[src/rtl/wb_dsp_equation_fetch.sv]
// wb_dsp_equation_fetch: Wishbone classic-read descriptor fetch engine.
// Round-robin arbitrates per-channel start requests, reads a DESC_WORDS
// descriptor one single read per beat, presents it on valid/ready and can
// follow the descriptor next-pointer chain. Handles rty/err/stop and a chain
// length cap. Defining WB_DSP_EQ_FETCH_TIMEOUT_EN adds a WAIT watchdog.
module wb_dsp_equation_fetch #(
  parameter int dw             = 32,
  parameter int aw             = 32,
  parameter int NUM_CH         = 4,
  parameter int DESC_WORDS     = 3,
  parameter int NEXT_IDX       = 2,
  parameter int MAX_RETRY      = 3,
  parameter int MAX_CHAIN      = 16,
  parameter int TIMEOUT_CYCLES = 256
) (
  input  logic                     wb_clk,
  input  logic                     wb_rst_n,
  output logic [aw-1:0]            wb_adr_o,
  output logic [dw-1:0]            wb_dat_o,
  output logic [3:0]               wb_sel_o,
  output logic                     wb_we_o,
  output logic                     wb_cyc_o,
  output logic                     wb_stb_o,
  output logic [2:0]               wb_cti_o,
  output logic [1:0]               wb_bte_o,
  input  logic [dw-1:0]            wb_dat_i,
  input  logic                     wb_ack_i,
  input  logic                     wb_err_i,
  input  logic                     wb_rty_i,
  input  logic [NUM_CH-1:0]        begin_equation,
  input  logic [NUM_CH*aw-1:0]     equation_base,
  input  logic [dw-1:0]            control_reg,
  output logic [dw-1:0]            status_reg,
  output logic                     desc_valid,
  input  logic                     desc_ready,
  output logic [2:0]               desc_channel,
  output logic [DESC_WORDS*dw-1:0] desc_data
);
  localparam int WW = $clog2(DESC_WORDS);
  localparam int CW = $clog2(MAX_CHAIN + 1);
  localparam int RW = $clog2(MAX_RETRY + 1);
  // sticky bit positions, mapped to status_reg[4:1]
  localparam int B_BUS = 0, B_ABT = 1, B_OVF = 2, B_TMO = 3;

  typedef enum logic [2:0] {S_IDLE, S_FETCH, S_WAIT, S_PRESENT, S_ERROR} state_e;

  state_e                          state_q, state_d;
  logic [aw-1:0]                   base_q, base_d;
  logic [WW-1:0]                   word_q, word_d;
  logic [CW-1:0]                   chain_q, chain_d;
  logic [RW-1:0]                   rtry_q, rtry_d;
  logic [DESC_WORDS-1:0][dw-1:0]   data_q, data_d;
  logic [2:0]                      ch_q, ch_d, lg_q, lg_d;
  logic                            stop_q, stop_d;
  logic [NUM_CH-1:0]               pending_q, pending_d, pend_clr;
  logic [3:0]                      sticky_q, sticky_d, sset;
  logic [NUM_CH-1:0]               gnt_oh;
  logic [2:0]                      gnt_ch;
  logic [aw-1:0]                   gnt_base;
  logic                            gnt_found, stop_any, tmo_hit;
  logic [aw-1:0]                   next_ptr;

  assign stop_any = stop_q | control_reg[8];
  assign next_ptr = aw'(data_q[NEXT_IDX]);

`ifdef WB_DSP_EQ_FETCH_TIMEOUT_EN
  localparam int TW = $clog2(TIMEOUT_CYCLES + 1);
  logic [TW-1:0] tmo_q;
  assign tmo_hit = (tmo_q == TW'(TIMEOUT_CYCLES - 1));
  // watchdog counts consecutive WAIT cycles of one beat
  always_ff @(posedge wb_clk or negedge wb_rst_n) begin
    if (!wb_rst_n) tmo_q <= '0;
    else           tmo_q <= (state_q == S_WAIT && state_d == S_WAIT) ? tmo_q + TW'(1) : '0;
  end
`else
  localparam int unused_tmo_cycles = TIMEOUT_CYCLES;
  assign tmo_hit = 1'b0;
`endif

  // round-robin pick starting one past the last grant
  always_comb begin
    gnt_oh    = '0;
    gnt_ch    = '0;
    gnt_found = 1'b0;
    gnt_base  = '0;
    for (int k = 1; k <= NUM_CH; k++) begin
      if (!gnt_found && pending_q[(int'(lg_q) + k) % NUM_CH]) begin
        gnt_found = 1'b1;
        gnt_oh[(int'(lg_q) + k) % NUM_CH] = 1'b1;
        gnt_ch = 3'((int'(lg_q) + k) % NUM_CH);
      end
    end
    for (int i = 0; i < NUM_CH; i++)
      if (gnt_oh[i]) gnt_base = equation_base[i*aw +: aw];
  end

  // fetch FSM next state and datapath updates
  always_comb begin
    state_d  = state_q;
    base_d   = base_q;
    word_d   = word_q;
    chain_d  = chain_q;
    rtry_d   = rtry_q;
    data_d   = data_q;
    ch_d     = ch_q;
    lg_d     = lg_q;
    stop_d   = stop_q;
    pend_clr = '0;
    sset     = '0;
    case (state_q)
      S_IDLE: begin
        stop_d = 1'b0;
        if (gnt_found) begin
          pend_clr = gnt_oh;
          lg_d     = gnt_ch;
          ch_d     = gnt_ch;
          base_d   = gnt_base;
          word_d   = '0;
          chain_d  = CW'(1);
          rtry_d   = '0;
          state_d  = S_FETCH;
        end
      end
      S_FETCH: begin
        stop_d  = stop_any;
        state_d = S_WAIT;
      end
      S_WAIT: begin
        stop_d = stop_any;
        if (wb_err_i) begin
          sset[B_BUS] = 1'b1;
          sset[B_ABT] = stop_any;
          state_d     = S_ERROR;
        end else if (wb_ack_i) begin
          data_d[word_q] = wb_dat_i;
          rtry_d         = '0;
          if (stop_any) begin
            sset[B_ABT] = 1'b1;
            state_d     = S_IDLE;
          end else if (word_q == WW'(DESC_WORDS - 1)) begin
            state_d = S_PRESENT;
          end else begin
            word_d  = word_q + WW'(1);
            state_d = S_FETCH;
          end
        end else if (wb_rty_i) begin
          if (stop_any) begin
            sset[B_ABT] = 1'b1;
            state_d     = S_IDLE;
          end else if (rtry_q >= RW'(MAX_RETRY)) begin
            sset[B_BUS] = 1'b1;
            state_d     = S_ERROR;
          end else begin
            rtry_d  = rtry_q + RW'(1);
            state_d = S_FETCH;
          end
        end else if (tmo_hit) begin
          sset[B_TMO] = 1'b1;
          state_d     = S_ERROR;
        end
      end
      S_PRESENT: begin
        stop_d = stop_any;
        if (desc_ready) begin
          state_d = S_IDLE;
          if (control_reg[9] && next_ptr != '0 && !stop_any) begin
            if (chain_q < CW'(MAX_CHAIN)) begin
              base_d  = next_ptr;
              word_d  = '0;
              rtry_d  = '0;
              chain_d = chain_q + CW'(1);
              state_d = S_FETCH;
            end else begin
              sset[B_OVF] = 1'b1;
            end
          end
        end
      end
      S_ERROR: state_d = S_IDLE;
      default: state_d = S_IDLE;
    endcase
  end

  // set wins over clear for both pending and sticky status
  assign pending_d = (pending_q & ~pend_clr) | begin_equation | control_reg[NUM_CH-1:0];
  assign sticky_d  = (sticky_q & ~{4{control_reg[10]}}) | sset;

  // state and datapath registers
  always_ff @(posedge wb_clk or negedge wb_rst_n) begin
    if (!wb_rst_n) begin
      state_q   <= S_IDLE;
      base_q    <= '0;
      word_q    <= '0;
      chain_q   <= '0;
      rtry_q    <= '0;
      data_q    <= '0;
      ch_q      <= '0;
      lg_q      <= 3'(NUM_CH - 1);
      stop_q    <= 1'b0;
      pending_q <= '0;
      sticky_q  <= '0;
    end else begin
      state_q   <= state_d;
      base_q    <= base_d;
      word_q    <= word_d;
      chain_q   <= chain_d;
      rtry_q    <= rtry_d;
      data_q    <= data_d;
      ch_q      <= ch_d;
      lg_q      <= lg_d;
      stop_q    <= stop_d;
      pending_q <= pending_d;
      sticky_q  <= sticky_d;
    end
  end

  // bus is driven only while a beat is outstanding
  assign wb_cyc_o     = (state_q == S_WAIT);
  assign wb_stb_o     = wb_cyc_o;
  assign wb_sel_o     = wb_cyc_o ? 4'hF : 4'h0;
  assign wb_adr_o     = wb_cyc_o ? base_q + (aw'(word_q) << 2) : '0;
  assign wb_dat_o     = '0;
  assign wb_we_o      = 1'b0;
  assign wb_cti_o     = 3'b000;
  assign wb_bte_o     = 2'b00;
  assign desc_valid   = (state_q == S_PRESENT);
  assign desc_channel = ch_q;
  assign desc_data    = data_q;
  assign status_reg   = {{(dw-11){1'b0}}, ch_q, 3'b000, sticky_q, (state_q != S_IDLE)};

  logic unused_ok;
  assign unused_ok = ^control_reg;
endmodule

[config.mk]
export PLATFORM = sky130hd
export DESIGN_NAME = wb_dsp_equation_fetch
export DESIGN_NICKNAME = d
export VERILOG_FILES = /design/src/rtl/wb_dsp_equation_fetch.sv
export SDC_FILE = /design/constraint.sdc
export NUM_CORES = 1
export LEC_CHECK = 0
export ABC_AREA = 1
export CAP_MARGIN = 20
export CORE_AREA = 2 2 160 162
export CTS_CLUSTER_DIAMETER = 80
export CTS_CLUSTER_SIZE = 10
export DETAILED_ROUTE_END_ITERATION = 8
export DIE_AREA = 0 0 162 164
export PLACE_DENSITY = 0.75
export SYNTH_ARGS = -nofsm -noshare
export SYNTH_HDL_FRONTEND = slang
export SYNTH_SLANG_ARGS = --single-unit
[constraint.sdc]
create_clock -name wb_clk -period 4.35 [get_ports wb_clk]
set_clock_uncertainty 0.05 [all_clocks]
set_input_delay 0.435 -clock wb_clk [delete_from_list [all_inputs] [get_ports wb_clk]]
set_output_delay 0.435 -clock wb_clk [all_outputs]
set_load 0.01 [all_outputs]
### Word-level counts from Yosys, hierarchy flattened

Index checks and enable logic that the tools add are counted.

| cells by class | value |
|---|---|
| $add $sub $neg | 8 |
| $lt $le $gt $ge | 12 |
| equal/unequal tests | 16 |
| multiplexer cells | 93 |
| bitwise logic cells | 16 |
| reductions and logical operators | 31 |

Operators by type and width:

| kind | count |
|---|---|
| two-way mux 32 bit | 10 |
| bitwise mux 96 bit | 1 |
| demux 32 bit (select 2 bit) | 1 |
| case mux 32 bit (2 select lines) | 1 |
| two-way mux 2 bit | 18 |
| two-way mux 3 bit | 11 |
| adder 32 x 4 -> 32 bit | 1 |
| nonzero test 32 bit | 1 |
| two-way mux 4 bit | 7 |
| two-way mux 1 bit | 27 |
| two-way mux 5 bit | 4 |
| OR 4 bit | 5 |
| AND reduction 9 bit | 2 |
| < comparator 3 x 4 -> 1 bit, second input constant | 4 |
| >= comparator 3 x 1 -> 1 bit, second input constant | 4 |
| case mux 2 bit (3 select lines) | 2 |
| case mux 3 bit (4 select lines) | 1 |
| logical AND 1 bit | 10 |
| case mux 5 bit (2 select lines) | 1 |
| adder 2 x 1 -> 2 bit, second input constant | 4 |
| AND 4 bit | 2 |
| binary-select mux 1 bit (select 2 bit) | 4 |
| demux 1 bit (select 2 bit) | 4 |
| inequality test 2 x 1 -> 1 bit, second input constant | 4 |
| other kinds (28) | 47 |

| storage, ports and cells | value |
|---|---|
| flip-flop bits (word level) | 154 |
| input bits | 202 |
| output and inout port bits | 208 |
| word-level logic and storage cells | 189 |

### Depth between registers and ports, before layout

Gate-level depths: netlist of run 1.

| depth | value |
|---|---|
| word-level depth | 22 |
| depth in mapped cells | 17 |

### Worst setup path before layout of run 1

No wires, ideal clock.

| path | value |
|---|---|
| path kind | reg-to-output |
| from | register word_q[1] |
| to | output port wb_adr_o[19] |
| data arrival time | 2.121 ns |
| slack | 1.744 ns |
| cell stages (with the launch flop) | 12 |
| buffers on the path | 0 |
| cell sequence | dfrtp_1 -> ha_1 -> nand3_1 -> a21oi_1 -> nand2_1 -> nor2_1 -> nand2_1 -> nor2_1 -> inv_1 -> nor2_2 -> nand2_1 -> a221oi_1 |

| between the ends | value |
|---|---|
| cells in the longest elaborated chain, start to end | 2 |

RTL lines:

| item | RTL line | text |
|---|---|---|
| start, declared | 49 | `logic [WW-1:0] word_q, word_d;` |
| start signal, assigned | 205 | `word_q <= word_d;` |
| adder 32 x 4 -> 32 bit | 221 | `assign wb_adr_o = wb_cyc_o ? base_q + (aw'(word_q) << 2) : '0;` |
| two-way mux 32 bit | 221 |  |
| end, declared | 18 | `output logic [aw-1:0] wb_adr_o,` |

No other way between the ends.

### Worst setup path in the final report of run 1

| path | value |
|---|---|
| from | register word_q[1] |
| to | output port wb_adr_o[25] |

Same word-level chain as after synthesis.

==> flow_summary.ini, run 1 <==
[timing]
tns_ps = 0
grt_setup_unrepaired = false
finalSetupViolations = 0
min_period_ps = 3994
period_share = 0.9182
fmax_mhz = 250.4
slew-limit-headroom = 0.4437
worst_pin_slew_ps = 834.4
timing.hold.ws_ps = 31.41
hold_viol = 0
final_max_slew_viol_count = 0

[cells_and_area]
area_growth_pct = 38.77
final_common_cell = nand2_1
drive_gt1_frac = 0.06155
final_nets = 1911
final_cells = 2036
antenna_cells = 0
fin_util = 0.5446
final_cell_mix = 505 x nand2_1, 319 x clkdlybuf4s50_1, 151 x dfrtp_1, 147 x inv_1, 121 x nor2_1
fillers = 2355

[die]
die_h_um = 164
die_x_um = 162
coreArea_um2 = 24820
initial_core_util = 0.3924
rows = 58
die_area_um2 = 26570
ios = 410

[routing]
viasPerCell = 4.750
drtIter0Drc = 521
routed_wl_um = 31440
drtPass1Iterations = 5
wl_per_cell_um = 15.44
via_count = 9672
route.detailed.drc = 0
ant_nets = 0

[placed_design]
io_buffers = 320
dp_hpwl_um = 23900
place_inst = 2003
gp_congestion = 0.9204

[setup_path]
crit_family = simple AND/OR/NAND/NOR gates
reg2reg_slack_ps = 1050
crit_arrival_ps = 3510
reg2reg_from = lg_q[0]
path_cells = ha_1 > nand3_1 > a21oi_1 > nand2_1 > nor2_1 > nand2_1 > nor2_1 > inv_1 > nor2_2 > nand2_1 > clkinv_1 > nand4_1 > a21oi_1 > clkdlybuf4s50_1
worst_setup_path_start_kind = register
endpoint_kind = primary output
cp-endpoint = wb_adr_o[25]
crit_fanout = 5
worstPathBufferInverterCount = 3
required_ps = 3870
ff2ff_path_depth = 16
critPathKind = register to primary output
reg2reg_to = base_q[25]
path_common_cell = nand2_1
worst-path-stages = 14
max_stage_delay_ps = 570
cp_slowest_cell = clkdlybuf4s50_1
crit_start = word_q[1]

[yosys]
synth.largest_area_cell = dfrtp_1
synth-seq-area-share = 0.3934
syn-instance-count = 1409
syn_area_per_cell_um2 = 6.912
ys_warn_count = 0
yosysUniqueCellTypes = 45
synthArstFlopShare = 1.000
yosysTopAreaCellShare = 0.3880
ys_ff_latch = 153
synth_area_leaders = dfrtp_1 39%, nand2_1 19%, buf_4 6.1%
synth_edf_count = 0
ys.flop_type = dfrtp_1
syn_area_um2 = 9739

[clock_network]
cts_tree = yes
clockBufferDepth = 2
post_cts_buffers = 0
cts_sinks = 153
numCtsBuffers = 17
cts-root-buf = clkbuf_16
clkLatencyLatePin_ps = 420
postCtsHoldBufs = 0
htreeDepth = 4
clk_pin_slew_ps = 70
cts_resized = 0

[run_status]
status = completed

[power_and_ir_drop]
ir_worst_vdd_mv = 0.6836
p_leak_nw = 6.660
p_per_area_nw_per_um2 = 775.7

[grt]
grtUsageMet3 = 0.06338
use_met2 = 0.3723
antenna_found_initial = 0
busiest_layer = met2
track_usage = 0.2330
grt.overflow.total = 0
grt_pass1_vias = 9194
met1_usage = 0.3088
grt_max_degree = 90
grt_pass1_wl_um = 48830

[hold_path]
worstHoldPathType = input pin to async pin

[flow_run]
max-cap-violations = 0
logic make-up (layout without fill, tap and decap cells):
group / after synthesis / count (layout) / synth area share
and+or+nand+nor: 728 / 728 / 0.3046
buffers and inverters: 285 / 519 / 0.1472
AOI/OAI and AO/OA: 213 / 213 / 0.1213
DFF: 153 / 153 / 0.3934
adders and majority gates: 16 / 16 / 0.02133
xor gates and xnor gates: 12 / 12 / 0.01079
other: 1 / 64 / 0.0003850
muxes: 1 / 1 / 0.001028
worst min path at each step:
stage / startpoint / end / slack, ps / depth (start not counted)
floorplan: wb_rst_n / base_q[0] / 90 / 0
global placement: base_q[0] / base_q[0] / 420 / 2
detailed placement: desc_data[40] / desc_data[40] / 420 / 2
CTS: wb_rst_n / desc_data[0] / 70 / 1
global route: wb_rst_n / desc_data[10] / 100 / 1
finish: wb_rst_n / desc_data[0] / 30 / 1
through the flow:
stage | total power, W | instance area [µm²] | setup slack [ps]
2_1_floorplan | 0.006657 | 9976 | 1744
3_3_place_gp | 0.008885 | 12890 | 848.2
3_5_place_dp | 0.009018 | 12890 | 781.9
4_1_cts | 0.01058 | 13500 | 324.1
5_1_grt | 0.01151 | 13520 | 61.81
6_report | 0.01048 | 13520 | 355.9
layout make-up:
type,count,area (µm²),area share
multi-input combinational,1034,4728,0.3498
sequential,153,3831,0.2835
timing repair buffer,335,3367,0.2491
inverter,152,570.5,0.04221
clock buffer,17,425.4,0.03148
tap,330,412.9,0.03055
clock inverter,15,180.2,0.01333
where the power goes:
part	switching, W	internal, W	total [W]
logic	0.00411	0.00243	0.00654
registers	0.000480	0.00194	0.00242
clock network	0.000701	0.000827	0.00153
total	0.00529	0.00520	0.0105
synth_stat cells, types with 2 or more instances:
cell and instances:
o31ai_1 3, buf_6 6, dfrtp_1 151, nand4_1 18, o21ai_1 3, inv_2 3, nand2_2 4, o21ai_0 114
xor2_1 8, o22ai_1 3, or2_2 5, nand3_2 6, nor2_2 7, nor3_1 15, ha_1 15, clkbuf_1 30
a21oi_1 61, nor2_1 122, nand2_1 505, nor4_1 10, buf_4 79, dfstp_2 2, buf_2 18, a21oi_2 21
nand3_1 30, xnor2_1 4, inv_1 148
sequential cells by signal, indices dropped and copies added, names as in the netlist:
| signal | cells |
|---|---|
| desc_data | 64 |
| base_q | 32 |
| lg_q | 2 |
| next_ptr | 32 |
| pending_q | 4 |
| state_q | 3 |
| chain_q | 5 |
| sticky_q | 4 |
| rtry_q | 2 |
| stop_q | 1 |
| word_q | 2 |
| desc_channel | 2 |
layer usage:
layer / share of wire / vias up / wire length (µm)
met2: 0.46 / 356 / 14320
met1: 0.44 / 4441 / 13910
li1: - / 4837 / -
met4: 0.021 / 0 / 658
met5: 0 / - / 0
met3: 0.081 / 38 / 2549
Power figures use the tool's default switching activity.
==> run 2, diff against run 1 <==
--- a/config.mk
+++ b/config.mk
@@ -12,7 +12,7 @@
 export CTS_CLUSTER_SIZE = 10
 export DETAILED_ROUTE_END_ITERATION = 8
 export DIE_AREA = 0 0 162 164
-export PLACE_DENSITY = 0.75
+export PLACE_DENSITY = 0.78
 export SYNTH_ARGS = -nofsm -noshare
 export SYNTH_HDL_FRONTEND = slang
 export SYNTH_SLANG_ARGS = --single-unit
==> constraint.sdc (replaced) <==
create_clock -name wb_clk -period 3.4 [get_ports wb_clk]
set_clock_uncertainty 0.05 [all_clocks]
set_input_delay 0.34 -clock wb_clk [delete_from_list [all_inputs] [get_ports wb_clk]]
set_output_delay 0.34 -clock wb_clk [all_outputs]
set_load 0.01 [all_outputs]
==> run 2 against run 1 <==
Clock power rose by 31%. Sequential power rose by 29%. Power rose by 32%. First-iteration DRC count rose by 35%. Register-to-register slack got worse by 660 ps. Die area did not move. Critical endpoint is now wb_adr_o[12]. Largest cell class unchanged. Largest power group unchanged.
==> flow_summary.ini, run 2 (synthesized netlist as in run 1, its figures left out) <==
[die]
die_h_um = 164
die_x_um = 162
die_area_um2 = 26570
coreArea_um2 = 24820
rows = 58
ios = 410
initial_core_util = 0.3924

[cells_and_area]
area_growth_pct = 42.24
drive_gt1_frac = 0.09033
final_common_cell = nand2_1
final_cell_mix = 498 x nand2_1, 306 x clkdlybuf4s50_1, 150 x dfrtp_1, 147 x inv_1, 118 x nor2_1
largest_register_ffs = 64
antenna_cells = 0
final_nets = 1944
fin_util = 0.5582
design_area_um2 = 13850

[clock_network]
clkLatencyLatePin_ps = 430
htreeDepth = 4
cts_tree = yes
numCtsBuffers = 17
cts_sinks = 153
clockBufferDepth = 2
cts-root-buf = clkbuf_16
clk_pin_slew_ps = 70

[timing]
hold_viol = 0
finalSetupViolations = 0
final_max_slew_viol_count = 0
tns_ps = 0
grt_setup_unrepaired = true
slew-limit-headroom = 0.5355
fmax_mhz = 302.6
min_period_ps = 3304
period_share = 0.9719
setup_ws_ps = 95.70
worst_pin_slew_ps = 696.0

[setup_path]
endpoint_kind = primary output
critPathKind = register to primary output
worst_setup_path_start_kind = register
required_ps = 3010
crit_fanout = 3
crit_arrival_ps = 2910

[placed_design]
gp_congestion = 0.9864
place_area_um2 = 12990
dp_slack_ps = 74.37
dp_hpwl_um = 24730
io_buffers = 320

[routing]
drtPass1Iterations = 5
ant_nets = 0
viasPerCell = 4.860
via_count = 10050
drtIter0Drc = 701
wl_per_cell_um = 15.76
route.detailed.drc = 0
routed_wl_um = 32590

[power_and_ir_drop]
p_per_area_nw_per_um2 = 1000
total_power_w = 0.01386
p_leak_nw = 6.923
ir_worst_vdd_mv = 0.6507

[run_status]
status = completed

[flow_run]
max-cap-violations = 0

[grt]
antenna_found_initial = 0
track_usage = 0.2396
grt_pass1_vias = 9381
grt_max_degree = 74
grt.overflow.total = 0
grt_pass1_wl_um = 50210

[hold_path]
worstHoldPathType = input pin to async pin
==> run 2: changes by cell type in the layout (fill, tap and decap cells not counted), moves of 6 or more <==
cell,change
nand2_1,-7
dlygate4sd2_1,+6
nand2_2,+6
clkdlybuf4s50_1,-13
buf_4,+32
==> run 2: path summary, 6_finish.rpt <==
path | from | endpoint | slack, ps | cells past startpoint
worst min register to register | base_q[0] | base_q[0] | 430 | 2
worst max-delay path | word_q[0] | wb_adr_o[12] | 100 | 13
min in group wb_clk | control_reg[3] | pending_q[3] | 430 | 2
max in group asynchronous | wb_rst_n | word_q[1] | 1900 | 3
worst max register to register | lg_q[0] | base_q[17] | 390 | 17
worst min-delay path | wb_rst_n | desc_data[9] | 420 | 2
==> run 2: layout make-up <==
class | instances | area [µm²]
multi-input cells | 1034 | 4827
clock buffers | 17 | 425.4
clock inverters | 14 | 190.2
inverters | 152 | 570.5
fillers | 2286 | 10970
flip-flops and latches | 153 | 3832
repair buffers | 368 | 3595
well taps | 330 | 412.9
==> run 2: power by group <==
| group | switching (W) | internal [W] | leakage [nW] | total, W |
|---|---|---|---|---|
| registers | 0.000629 | 0.00248 | 1.99 | 0.00311 |
| logic | 0.00542 | 0.00332 | 4.64 | 0.00874 |
| clock network | 0.000832 | 0.00118 | 0.298 | 0.00201 |
| total | 0.00688 | 0.00697 | 6.92 | 0.0139 |
==> run 2: critical path, cell delays in order (launching register included) <==
cell             delay [ps]
dfrtp_1                 400
ha_4                    170
fa_2                    210
nand2_2                  80
nor2_4                  110
nand2_2                  80
nor2_4                  100
nand2_2                  80
nor2_4                  150
nand2_2                  90
nor2_4                  160
inv_1                    90
a21oi_1                 160
clkdlybuf4s50_1         580
==> run 2: layer usage <==
metal	track usage	vias up	wire length [µm]
li1	-	4894	-
met1	0.3114	4674	13790
met2	0.3942	418	15320
met3	0.05455	64	2577
met4	0.08367	0	903
met5	0	-	0
==> run 2: repair_timing <==
action,CTS,global route
hold buffers,1,0
setup endpoints to repair,16,17
pin swaps,5,9
buffers inserted,9,12
resized for setup,19,28
endpoints found under the hold margin,70,0
==> run 2: through the flow <==
step                cells  hold slack, ps
floorplan            1472          -5.591
global placement     2015           339.0
detailed placement   2015           345.9
CTS                  2056           417.4
global route         2068           422.8
finish               2068           423.4
